==> config.mk <==
export PLATFORM = sky130hd
export DESIGN_NAME = sysid_regs
export DESIGN_NICKNAME = d
export VERILOG_FILES = /design/src/rtl/sysid_regs_pkg.sv /design/src/rtl/sysid_uptime.sv /design/src/rtl/sysid_regs.sv
export SDC_FILE = /design/constraint.sdc
export NUM_CORES = 1
export LEC_CHECK = 0
export CORE_ASPECT_RATIO = 1.75
export CORE_MARGIN = 2
export CORE_UTILIZATION = 54
export DETAILED_ROUTE_END_ITERATION = 10
export GPL_TIMING_DRIVEN = 0
export PLACE_DENSITY = 0.87
export SLEW_MARGIN = 20
export SYNTH_ARGS = -nofsm -noshare
export SYNTH_HDL_FRONTEND = slang
export SYNTH_SLANG_ARGS = --single-unit
==> constraint.sdc <==
create_clock -name clk -period 15 [get_ports clk]
set_clock_uncertainty 0.1 [all_clocks]
set_input_delay 3 -clock clk [delete_from_list [all_inputs] [get_ports clk]]
set_output_delay 3 -clock clk [all_outputs]
set_load 0.03 [all_outputs]
==> src/rtl/sysid_regs_pkg.sv <==
// Shared constants and helpers for the system-identification register slave:
// word addresses, CONTROL bit positions, CAPS field layout and byte-lane merge.
package sysid_regs_pkg;

    localparam int ADDR_ID        = 0;
    localparam int ADDR_TIMESTAMP = 1;
    localparam int ADDR_VERSION   = 2;
    localparam int ADDR_CAPS      = 3;
    localparam int ADDR_SCRATCH   = 4;
    localparam int ADDR_UPTIME_LO = 5;
    localparam int ADDR_UPTIME_HI = 6;
    localparam int ADDR_CONTROL   = 7;
    localparam int ADDR_USER0     = 8;

    localparam int CTRL_CLEAR  = 0;
    localparam int CTRL_FREEZE = 1;

    localparam logic [31:0] UNMAPPED_VALUE = 32'h0;

    localparam int CAPS_NUM_USER_LSB = 0;
    localparam int CAPS_HB_LSB       = 8;
    localparam int CAPS_FIELD_W      = 8;

    function automatic logic [31:0] caps_word(input int num_user, input int hb_div);
        logic [31:0] w;
        w = 32'h0;
        w[CAPS_NUM_USER_LSB +: CAPS_FIELD_W] = 8'(num_user);
        w[CAPS_HB_LSB +: CAPS_FIELD_W]       = 8'(hb_div != 0);
        return w;
    endfunction

    function automatic logic [31:0] merge_bytes(input logic [31:0] old_word,
                                                input logic [31:0] new_word,
                                                input logic [3:0]  be);
        logic [31:0] m;
        m = old_word;
        for (int b = 0; b < 4; b++) begin
            if (be[b]) begin
                m[8*b +: 8] = new_word[8*b +: 8];
            end
        end
        return m;
    endfunction

endpackage

==> src/rtl/sysid_uptime.sv <==
// 64-bit free-running uptime counter with freeze, synchronous clear and a
// high-word shadow captured whenever the low word is read, so a lo-then-hi
// read pair always describes the same instant.
module sysid_uptime
    import sysid_regs_pkg::*;
(
    input  logic        clk,
    input  logic        reset,
    input  logic        clear,
    input  logic        freeze,
    input  logic        snap,
    output logic [63:0] uptime,
    output logic [31:0] hi_shadow
);

    logic [63:0] count;

    // Counter: clear takes priority over both increment and wrap.
    always_ff @(posedge clk or posedge reset) begin
        if (reset) begin
            count <= 64'h0;
        end else if (clear) begin
            count <= 64'h0;
        end else if (!freeze) begin
            count <= count + 64'd1;
        end
    end

    // Shadow latches the live high word on a low-word read; clear zeroes it too.
    always_ff @(posedge clk or posedge reset) begin
        if (reset) begin
            hi_shadow <= 32'h0;
        end else if (clear) begin
            hi_shadow <= 32'h0;
        end else if (snap) begin
            hi_shadow <= count[63:32];
        end
    end

    assign uptime = count;

endmodule

==> src/rtl/sysid_regs.sv <==
// Avalon-MM system-identification and housekeeping slave. Constant ID words,
// a byte-enabled scratch register, a 64-bit uptime counter with coherent
// snapshot, sampled user status words and a heartbeat square wave.
// Fixed one-cycle read latency, no waitrequest.
module sysid_regs
    import sysid_regs_pkg::*;
#(
    parameter logic [31:0] SYSTEM_ID = 32'd1193057379,
    parameter logic [31:0] TIMESTAMP = 32'd1330643110,
    parameter logic [31:0] VERSION   = 32'h0002_0000,
    parameter int          NUM_USER  = 4,
    parameter int          ADDR_W    = 4,
    parameter int          HB_DIV    = 50_000_000
)
(
    input  logic                clk,
    input  logic                reset,
    input  logic [ADDR_W-1:0]   address,
    input  logic                read,
    input  logic                write,
    input  logic [31:0]         writedata,
    input  logic [3:0]          byteenable,
    output logic [31:0]         readdata,
    output logic                readdatavalid,
    input  logic [(NUM_USER > 0 ? 32*NUM_USER : 32)-1:0] user_status,
    output logic                heartbeat
);

    // A zero-word user bank still keeps one (never addressed) sample register.
    localparam int NU_W = (NUM_USER > 0) ? NUM_USER : 1;
    localparam int HB_W = (HB_DIV > 1) ? $clog2(HB_DIV) : 1;
    localparam logic [HB_W-1:0]  HB_LAST   = HB_W'(HB_DIV - 1);
    localparam logic [31:0]      CAPS_WORD = caps_word(NUM_USER, HB_DIV);

    logic [31:0]     addr_full;
    logic [31:0]     scratch;
    logic            freeze;
    logic [31:0]     ctrl_word;
    logic [31:0]     user_q [NU_W];
    logic [31:0]     rd_mux;
    logic            wr_scratch;
    logic            wr_ctrl;
    logic            clear_req;
    logic            snap_req;
    logic [63:0]     uptime;
    logic [31:0]     hi_shadow;
    logic [HB_W-1:0] hb_div;

    assign addr_full  = 32'(address);
    assign wr_scratch = write && (addr_full == 32'(ADDR_SCRATCH));
    assign wr_ctrl    = write && (addr_full == 32'(ADDR_CONTROL));
    // The clear bit is not stored; it acts as a one-shot on the write edge.
    assign clear_req  = wr_ctrl && byteenable[0] && writedata[CTRL_CLEAR];
    assign snap_req   = read && (addr_full == 32'(ADDR_UPTIME_LO));

    sysid_uptime u_uptime (
        .clk       (clk),
        .reset     (reset),
        .clear     (clear_req),
        .freeze    (freeze),
        .snap      (snap_req),
        .uptime    (uptime),
        .hi_shadow (hi_shadow)
    );

    // Scratch register, written per byte lane.
    always_ff @(posedge clk or posedge reset) begin
        if (reset) begin
            scratch <= 32'h0;
        end else if (wr_scratch) begin
            scratch <= merge_bytes(scratch, writedata, byteenable);
        end
    end

    // Freeze is the only stored CONTROL bit; it lives in byte lane 0.
    always_ff @(posedge clk or posedge reset) begin
        if (reset) begin
            freeze <= 1'b0;
        end else if (wr_ctrl && byteenable[0]) begin
            freeze <= writedata[CTRL_FREEZE];
        end
    end

    // CONTROL readback: clear always reads 0, upper bits reserved as 0.
    always_comb begin
        ctrl_word              = 32'h0;
        ctrl_word[CTRL_FREEZE] = freeze;
    end

    // User status words are resampled every cycle.
    always_ff @(posedge clk or posedge reset) begin
        if (reset) begin
            for (int k = 0; k < NU_W; k++) begin
                user_q[k] <= 32'h0;
            end
        end else begin
            for (int k = 0; k < NU_W; k++) begin
                user_q[k] <= user_status[32*k +: 32];
            end
        end
    end

    // Read mux works from current (pre-write) register contents.
    always_comb begin
        rd_mux = UNMAPPED_VALUE;
        case (addr_full)
            32'(ADDR_ID):        rd_mux = SYSTEM_ID;
            32'(ADDR_TIMESTAMP): rd_mux = TIMESTAMP;
            32'(ADDR_VERSION):   rd_mux = VERSION;
            32'(ADDR_CAPS):      rd_mux = CAPS_WORD;
            32'(ADDR_SCRATCH):   rd_mux = scratch;
            32'(ADDR_UPTIME_LO): rd_mux = uptime[31:0];
            32'(ADDR_UPTIME_HI): rd_mux = hi_shadow;
            32'(ADDR_CONTROL):   rd_mux = ctrl_word;
            default: begin
                for (int k = 0; k < NUM_USER; k++) begin
                    if (addr_full == 32'(ADDR_USER0 + k)) begin
                        rd_mux = user_q[k];
                    end
                end
            end
        endcase
    end

    // Read response register: one-cycle latency, data held between responses.
    always_ff @(posedge clk or posedge reset) begin
        if (reset) begin
            readdata      <= 32'h0;
            readdatavalid <= 1'b0;
        end else begin
            readdatavalid <= read;
            if (read) begin
                readdata <= rd_mux;
            end
        end
    end

    // Heartbeat divider: toggles the output each time it wraps past HB_DIV-1.
    always_ff @(posedge clk or posedge reset) begin
        if (reset) begin
            hb_div    <= '0;
            heartbeat <= 1'b0;
        end else if (hb_div == HB_LAST) begin
            hb_div    <= '0;
            heartbeat <= ~heartbeat;
        end else begin
            hb_div    <= hb_div + HB_W'(1);
        end
    end

endmodule

# == Word level (Yosys, flattened, before mapping) ==
# Cells that the tools add are included.
# totals
regBits,317
wordCells,52
in_bits,172
output_inout_bits,34
# classes
muxes,10
bitwise,1
n_reduce_logical,11
add_sub_neg,2
eq_ne,13
# op_table
op,n
one-hot mux 32 bit (8 select lines),1
two-way mux 32 bit,6
two-way mux 64 bit,2
adder 64 x 1 -> 64 bit (second input constant),1
zero test 32 bit,1
adder 26 x 1 -> 26 bit (second input constant),1
== test 26 bit (second input constant),1
two-way mux 26 bit,1
== test 4 x 3 -> 1 bit (second input constant),4
== test 4 bit (second input constant),4
== test 4 x 2 -> 1 bit (second input constant),2
AND reduction 2 bit,4
logical AND 1 bit,5
== test 4 x 1 -> 1 bit (second input constant),1
inequality test 2 x 1 -> 1 bit (second input constant),1
nonzero test 2 bit,1
NOT 1 bit,1

# == Depth between registers and ports, before layout ==
# Gate-level depths: netlist (run 1).
# depth
word_depth,6
depth_mapped,8
depth_no_buf,6

# == Modules after synthesis ==
# A second synthesis (run 1) with hierarchy kept.
# unflattened
cells_unflattened,1154
area_unflattened_um2,13551.7
# modules_own_cells
mod,area_per_inst_um2,seq_area_each_um2,cells_per_inst,instances
sysid_regs,8919.8,5530.3,696,1
sysid_uptime,4631.9,2402.3,458,1

# == Least setup slack after synthesis (run 1) ==
# No wires, ideal clock.
# synth_path
kind,input port to flip-flop
startpoint,input address[0]
endpoint,register scratch[0]
path_stages,5
setup_slack_ns,10.243
setup_time_ns,0.125
t_arrival_ns,4.532
n_path_buf,2
t_required_ns,14.775
path_cell_list,clkbuf_1 nor4b_2 and3_1 clkbuf_1 mux2_2
# synth_between
elab_chain_cells,3
# synth_lines
item,line_no,source
"start, declared",sysid_regs.sv:18,"input logic [ADDR_W-1:0] address,"
== test 4 x 3 -> 1 bit,sysid_regs.sv:50,assign wr_scratch = write && (addr_full == 32'(ADDR_SCRATCH));
logical AND 1 bit,sysid_regs.sv:50,
AND reduction 2 bit (no line),--,
"end signal, assigned",sysid_regs.sv:71,"scratch <= merge_bytes(scratch, writedata, byteenable);"
"end, declared",sysid_regs.sv:36,logic [31:0] scratch;
# No other way between the ends.
# A chain may end at the register's enable or synchronous reset.

# == Worst setup path in the final report (run 1) ==
# layout_path
startpoint,input address[2]
endpoint,register readdata[20]
# layout_between
elab_chain_cells,6
elab_cells_between_ends,17
cone_classes,11 x eq/ne; 5 x mux; 1 x reduce/logical
# layout_lines
item,line_no,source
== test 4 bit,sysid_regs.sv:117,if (addr_full == 32'(ADDR_USER0 + k)) begin
two-way mux 32 bit (4 in series),sysid_regs.sv:117,
one-hot mux 32 bit (8 select lines) *,sysid_regs.sv:106,case (addr_full)
"end signal, assigned",sysid_regs.sv:133,readdata <= rd_mux;
"end, declared",sysid_regs.sv:23,"output logic [31:0] readdata,"
# Every way passes the cells marked *; elsewhere a longest branch is shown, timed or not.

==> impl_metrics.env, run 1 <==
export IMPL_status="complete, no violations"
export IMPL_viasPerCell=6.18
export IMPL_synth_area_um2=13300
export IMPL_vias=11000
export IMPL_worstSetupEndpointType="flop"
export IMPL_synth_cells=1212
export IMPL_cts_htree_levels=1
export IMPL_cp_common_cell="clkbuf_1"
export IMPL_cpPeakStageDelay_ns=0.86
export IMPL_core_area_um2=24400
export IMPL_grt_overflow=0
export IMPL_critical_path_required_ns=15.39
export IMPL_num_rows=76
export IMPL_hold_path_class="reg -> reg"
export IMPL_setup_slack_ns=9.37
export IMPL_fill_cells=1712
export IMPL_design_area_um2=16700
export IMPL_finalPower_uw=2110
export IMPL_area_growth_pct=26.1
export IMPL_synth_area_leaders="dfrtp_1 60%, nand2_1 4.3%, mux2_2 3.6%"
export IMPL_syn_mean_instance_area_um2=11.0
export IMPL_synth_flop_cell="dfrtp_1"
export IMPL_synthArstFlopShare_pct=100
export IMPL_start_util_pct=54.3
export IMPL_start_kind="input pin"
export IMPL_place_hpwl_mm=30.3
export IMPL_first_global_vias=11300
export IMPL_arrival_ns=6.02
export IMPL_final_hold_viol_count=0
export IMPL_drc_errors=0
export IMPL_cts_hold_buf=0
export IMPL_fin_nets=1621
export IMPL_dpl_cell_count=1728
export IMPL_seqCellArea_um2=7930
export IMPL_postCtsSetupRepairBufs=0
export IMPL_ys_warn_count=0
export IMPL_first_pass_iters=8
export IMPL_slew_violations=0
export IMPL_syn_num_nets=1386
export IMPL_path_clk_slew_ns=0.06
export IMPL_worstPathMaxFanout=10
export IMPL_power_density_nw_per_um2=126
export IMPL_maxCapViolCount=0
export IMPL_num_io_pins=206
export IMPL_cts_root_buf="clkbuf_16"
export IMPL_yosysTopAreaCell="dfrtp_1"
export IMPL_antenna_left=0
export IMPL_yosysSeqAreaShare_pct=59.7
export IMPL_grtUsageTotal_pct=32.0
export IMPL_cts_resized=0
export IMPL_yosys_register_bits=317
export IMPL_gp_congestion=0.962
export IMPL_fp_dieH_um=211
export IMPL_setup_viol_count_final=0
export IMPL_peakVddDrop_mv=0.0865
export IMPL_finalCriticalPeriod_ns=5.63
export IMPL_critical_path_class="in -> reg"
export IMPL_cts_tree="yes"
export IMPL_dp_slack_ns=8.94
export IMPL_drive_gt1_share_pct=8.11
export IMPL_drt_total_wl_mm=41.4
export IMPL_yosys_area_top_type_share_pct=59.7
export IMPL_synth_edf_count=0
export IMPL_cp_cell_sequence="clkdlybuf4s50_1 -> clkbuf_1 -> nor4bb_1 -> clkbuf_1 -> a22oi_1 -> a31oi_1 -> a22o_1"
export IMPL_die_area_um2=25900
export IMPL_leakagePower_uw=0.00696
export IMPL_maxSlewHeadroom_pct=18.7
export IMPL_die_x_um=123
export IMPL_clk_insertion_delay_late_ns=0.57
export IMPL_drt_iter0_drc=1293
export IMPL_postPlaceCellArea_um2=15800
export IMPL_timing_fmax_ghz=0.178
export IMPL_multi_input_area_um2=5020
export IMPL_holdWs_ns=0.360
export IMPL_finalCritPeriodShare_pct=37.5
export IMPL_synth_distinct_cells=58
export IMPL_worst_slew_pin_slew_ns=1.21
export IMPL_grt_pass1_wl_mm=62.7
export IMPL_rsz0062_at_grt="false"
export IMPL_grt_max_degree=110
export IMPL_grt_antenna_before_repair=1
export IMPL_cts_sinks=317
export IMPL_place_port_buffers=202
export IMPL_wl_per_cell_um=23.2
export IMPL_cts_inserted_buffers=29
export IMPL_critPathSlowestCell="nor4bb_1"
export IMPL_cts_max_path_buffers=3
export IMPL_fin_cells=1781
==> flip-flops by register name, summed over array words and instances, names as in the netlist <==
name                flops
user_q                128
freeze                  1
u_uptime.hi_shadow     32
u_uptime.uptime        64
scratch                32
heartbeat               1
readdata               32
readdatavalid           1
hb_div                 26
==> synthesized netlist by cell type (all sizes together), types with 3 or more instances <==
cell	n
o211ai	23
nor2b	10
or4	10
nor2	100
xor2	38
a221o	5
o21ai	44
nand2b	4
or3	16
nand4b	3
a22o	10
a21oi	75
nand3	43
a41oi	10
clkbuf	54
xnor2	23
and2	10
nor4b	3
and3	13
nor3	11
mux4	3
a22oi	36
nand2	153
o31ai	5
nor4bb	3
and4	4
buf	11
nand4	41
nor4	13
inv	22
a31oi	8
mux2	42
mux2i	27
dfrtp	317
==> cell usage in the layout (no fill, tap or decap), types with 12 or more instances in the layout <==
cell,Yosys,routed
dfrtp_1,317,317
clkdlybuf4s50_1,0,202
nand2_1,153,153
nor2_1,100,100
a21oi_1,75,75
clkbuf_1,54,57
o21ai_0,44,44
nand3_1,43,43
mux2_2,42,42
nand4_1,39,39
xor2_1,38,38
a22oi_1,36,36
clkbuf_16,0,29
mux2i_1,27,27
o211ai_1,23,23
xnor2_1,23,23
inv_1,22,21
and3_1,13,13
or3_1,12,12
==> metal layers <==
layer	vias up	wire length [um]	global-route usage (%)
li1	4772	-	-
met5	-	0	0
met2	607	21000	55.2
met3	209	3110	6.12
met1	5425	13200	33.9
met4	0	3960	24.4
==> power breakdown <==
group / internal (uW) / switching [uW]
registers: 949 / 101
logic: 140 / 160
clock network: 425 / 331
total: 1510 / 592
==> critical path, delay by kind of cell <==
kind / cells / cell delay [ns]
AND/OR/NAND/NOR: 1 / 0.86
buffers and inverters: 3 / 1.38
AO/OA/AOI/OAI: 3 / 0.76
==> cell type report <==
type | instances | area share [%]
antenna | 2 | 0.0299
buffer | 65 | 1.52
clock buffer | 39 | 4.98
clock inverter | 12 | 0.770
inverter | 24 | 0.583
multi-input combinational | 806 | 30.0
sequential | 317 | 47.4
tap | 312 | 2.33
timing repair buffer | 204 | 12.4
==> per-stage QoR <==
| stage | TNS, ns | utilization (%) |
|---|---|---|
| 2_1_floorplan | 0 | - |
| 3_3_place_gp | -25.75 | 64.2 |
| 3_5_place_dp | 0 | 64.5 |
| 4_1_cts | 0 | 68.4 |
| 5_1_grt | 0 | 68.5 |
| 6_report | 0 | 68.5 |
==> path summary, 6_finish.rpt <==
| kind | start | depth (start not counted) | slack, ns | endpoint |
|---|---|---|---|---|
| hold / removal | hb_div[0] | 1 | 0.36 | hb_div[0] |
| min in group asynchronous | reset | 2 | 2.88 | user_q[23] |
| setup reg to reg | u_uptime.uptime[4] | 5 | 11.92 | u_uptime.uptime[43] |
| max in group asynchronous | reset | 4 | 10.44 | freeze |
| setup / recovery | address[2] | 7 | 9.37 | readdata[20] |
| hold reg to reg | hb_div[0] | 1 | 0.36 | hb_div[0] |
==> cell families after synthesis <==
logic type | synth area share (%)
AO/OA/AOI/OAI | 10.9
XOR/XNOR | 4.02
adder cells (fa/ha/maj) | 0.188
buffers and inverters | 2.59
flip-flops | 59.7
multiplexers | 6.11
AND/OR/NAND/NOR | 16.4
No activity file was read; power rests on OpenSTA's default activity.
==> run 2: changes to the inputs <==
--- a/config.mk
+++ b/config.mk
@@ -7,10 +7,10 @@
 export LEC_CHECK = 0
 export CORE_ASPECT_RATIO = 1.75
 export CORE_MARGIN = 2
-export CORE_UTILIZATION = 54
+export CORE_UTILIZATION = 49
 export DETAILED_ROUTE_END_ITERATION = 10
 export GPL_TIMING_DRIVEN = 0
-export PLACE_DENSITY = 0.87
+export PLACE_DENSITY = 0.84
 export SLEW_MARGIN = 20
 export SYNTH_ARGS = -nofsm -noshare
 export SYNTH_HDL_FRONTEND = slang
==> constraint.sdc (replaced) <==
create_clock -name clk -period 4.9 [get_ports clk]
set_clock_uncertainty 0.1 [all_clocks]
set_input_delay 0.98 -clock clk [delete_from_list [all_inputs] [get_ports clk]]
set_output_delay 0.98 -clock clk [all_outputs]
set_load 0.03 [all_outputs]
==> run 2 against run 1 <==
Via count down 2.5%. Final area up 1.2%. Setup slack worse by 8.0 ns. Highest routed layer unchanged. Register-to-register slack worse by 9.9 ns. Final cell count up 1.3%. Count of clock-buffer cells in the layout down 3. Clock power rose to 3.2 times the previous value. Routed wire length down 2.4%. Worst hold slack worse by 0.010 ns. Power rose to 3.1 times the previous value. Critical path depth unchanged.
==> impl_metrics.env, run 2 (synthesized netlist as in run 1, its figures left out) <==
export IMPL_start_util_pct=49.9
export IMPL_cts_htree_levels=1
export IMPL_grt_pass1_wl_mm=61.5
export IMPL_grt_antenna_before_repair=3
export IMPL_num_io_pins=206
export IMPL_vias=10700
export IMPL_drt_total_wl_mm=40.4
export IMPL_power_density_nw_per_um2=385
export IMPL_place_port_buffers=202
export IMPL_gp_congestion=0.983
export IMPL_finalCriticalPeriod_ns=3.56
export IMPL_critical_path_class="in -> reg"
export IMPL_drc_errors=0
export IMPL_cts_hold_buf=0
export IMPL_hold_start="hb_div[0]"
export IMPL_arrival_ns=3.93
export IMPL_worst_slew_pin_slew_ns=0.998
export IMPL_layout_commonest_cell="dfrtp_1"
export IMPL_worstPathMaxFanout=10
export IMPL_dp_slack_ns=0.840
export IMPL_first_global_vias=11300
export IMPL_cts_max_path_buffers=3
export IMPL_cts_sinks=317
export IMPL_critPathSlowestCell="nor4b_2"
export IMPL_cpPeakStageDelay_ns=0.70
export IMPL_timing_fmax_ghz=0.281
export IMPL_antenna_left=0
export IMPL_fp_dieH_um=222
export IMPL_path_clk_slew_ns=0.07
export IMPL_cts_inserted_buffers=29
export IMPL_peakVddDrop_mv=0.296
export IMPL_grt_max_degree=38
export IMPL_finalCritPeriodShare_pct=72.7
export IMPL_setup_slack_ns=1.34
export IMPL_setup_viol_count_final=0
export IMPL_area_growth_pct=27.6
export IMPL_start_kind="input pin"
export IMPL_die_x_um=128
export IMPL_cts_tree="yes"
export IMPL_fill_cells=1956
export IMPL_maxCapViolCount=0
export IMPL_num_rows=79
export IMPL_reg2reg_to="u_uptime.uptime[47]"
export IMPL_finalPower_uw=6520
export IMPL_maxSlewHeadroom_pct=32.8
export IMPL_largest_reg_flops=128
export IMPL_cts_resized=0
export IMPL_critical_path_required_ns=5.27
export IMPL_wl_per_cell_um=22.4
export IMPL_status="complete, no violations"
export IMPL_hold_path_class="reg -> reg"
export IMPL_worstSetupEndpointType="flop"
export IMPL_clk_insertion_delay_late_ns=0.57
export IMPL_grt_overflow=0
export IMPL_die_area_um2=28500
export IMPL_rrSetupSlack_ns=2.01
export IMPL_viasPerCell=5.95
export IMPL_r2r_start="freeze"
export IMPL_postCtsSetupRepairBufs=0
export IMPL_min_path_cells=1
export IMPL_largest_register="user_q"
export IMPL_fin_nets=1629
export IMPL_critical_path_top_delay_family="buffers and inverters"
export IMPL_core_area_um2=26600
export IMPL_cp_common_cell="clkbuf_1"
export IMPL_reg2reg_depth=7
export IMPL_min_to="hb_div[0]"
export IMPL_drive_gt1_share_pct=8.87
export IMPL_final_cell_mix="317 x dfrtp_1, 202 x clkdlybuf4s50_1, 153 x nand2_1"
export IMPL_final_hold_viol_count=0
export IMPL_cts_root_buf="clkbuf_16"
export IMPL_cp_buffers_inverters=4
export IMPL_leakagePower_uw=0.00703
export IMPL_drt_iter0_drc=967
export IMPL_slew_violations=0
export IMPL_rsz0062_at_grt="false"
export IMPL_place_hpwl_mm=30.7
export IMPL_first_pass_iters=5
export IMPL_cp_cell_sequence="clkdlybuf4s50_1 -> clkbuf_1 -> nor4b_2 -> clkbuf_1 -> buf_1 -> a22oi_1 -> a41oi_1"
export IMPL_grtUsageTotal_pct=28.2
## run 2: cell count changes in the layout (fill, tap and decap cells not counted), moves of 2 or more
| cell | change |
|---|---|
| diode_2 | +2 |
| inv_6 | +2 |
| clkinv_2 | -2 |
| clkinvlp_4 | +4 |
| bufinv_16 | +2 |
| buf_12 | +9 |
| inv_8 | -2 |
| buf_16 | -2 |
| clkbuf_8 | -2 |
## run 2: final cells by class
type | count | area [um^2] | area share, %
flip-flops and latches | 317 | 7930 | 46.8
plain buffers | 65 | 254 | 1.50
clock buffers | 36 | 802 | 4.73
clock inverters | 17 | 216 | 1.28
repair buffers | 212 | 2210 | 13.0
well taps | 324 | 405 | 2.39
diodes | 4 | 10.0 | 0.0591
inverters | 24 | 93.8 | 0.554
multi-input cells | 806 | 5030 | 29.7
## run 2: where the power goes
part | internal [uW] | switching, uW | total (uW)
logic | 437 | 480 | 917
registers | 2910 | 303 | 3210
clock network | 1380 | 1010 | 2390
## run 2: per-layer routing
| layer | vias up | global-route usage (%) | share of wire [%] | wire length [um] |
|---|---|---|---|---|
| met5 | - | 0 | 0 | 0 |
| met4 | 0 | 20.8 | 8.6 | 3480 |
| met3 | 165 | 4.08 | 6.3 | 2530 |
| met2 | 501 | 50.0 | 51 | 20700 |
| met1 | 5276 | 29.9 | 34 | 13700 |
| li1 | 4793 | - | - | - |
## run 2: how the worst max path moves through the flow
stage                     startpoint  slack, ns  cells past startpoint            to
final                     address[2]       1.34                      7  readdata[31]
after global placement         reset      -2.34                      2     user_q[5]
after floorplan                reset      -0.40                      1        freeze
after global routing      address[2]       1.17                      7  readdata[31]
after CTS                 address[2]       1.45                      7  readdata[31]
after detailed placement  address[2]       0.84                      7  readdata[31]
## run 2: metrics by stage
stage / std cells / utilization [%] / TNS [ns] / instance area (um^2) / hold slack (ns)
CTS: 1801 / 63.6 / 0 / 16900 / 0.355
global route: 1805 / 63.7 / 0 / 16900 / 0.371
detailed placement: 1748 / 59.8 / 0 / 15900 / 0.347
floorplan: 1212 / - / -128.33 / 13300 / 0.324
finish: 1805 / 63.7 / 0 / 16900 / 0.350
global placement: 1738 / 59.1 / -732.57 / 15700 / 0.339
## run 2: worst reg2reg max path, stage by stage, from the launching register on
cell and delay [ns]:
dfrtp_1 0.35, buf_2 0.19, nand4b_1 0.32, nor3_1 0.53, nand4_2 0.38, clkbuf_1 0.33, or3_2 0.46, a21oi_1 0.16
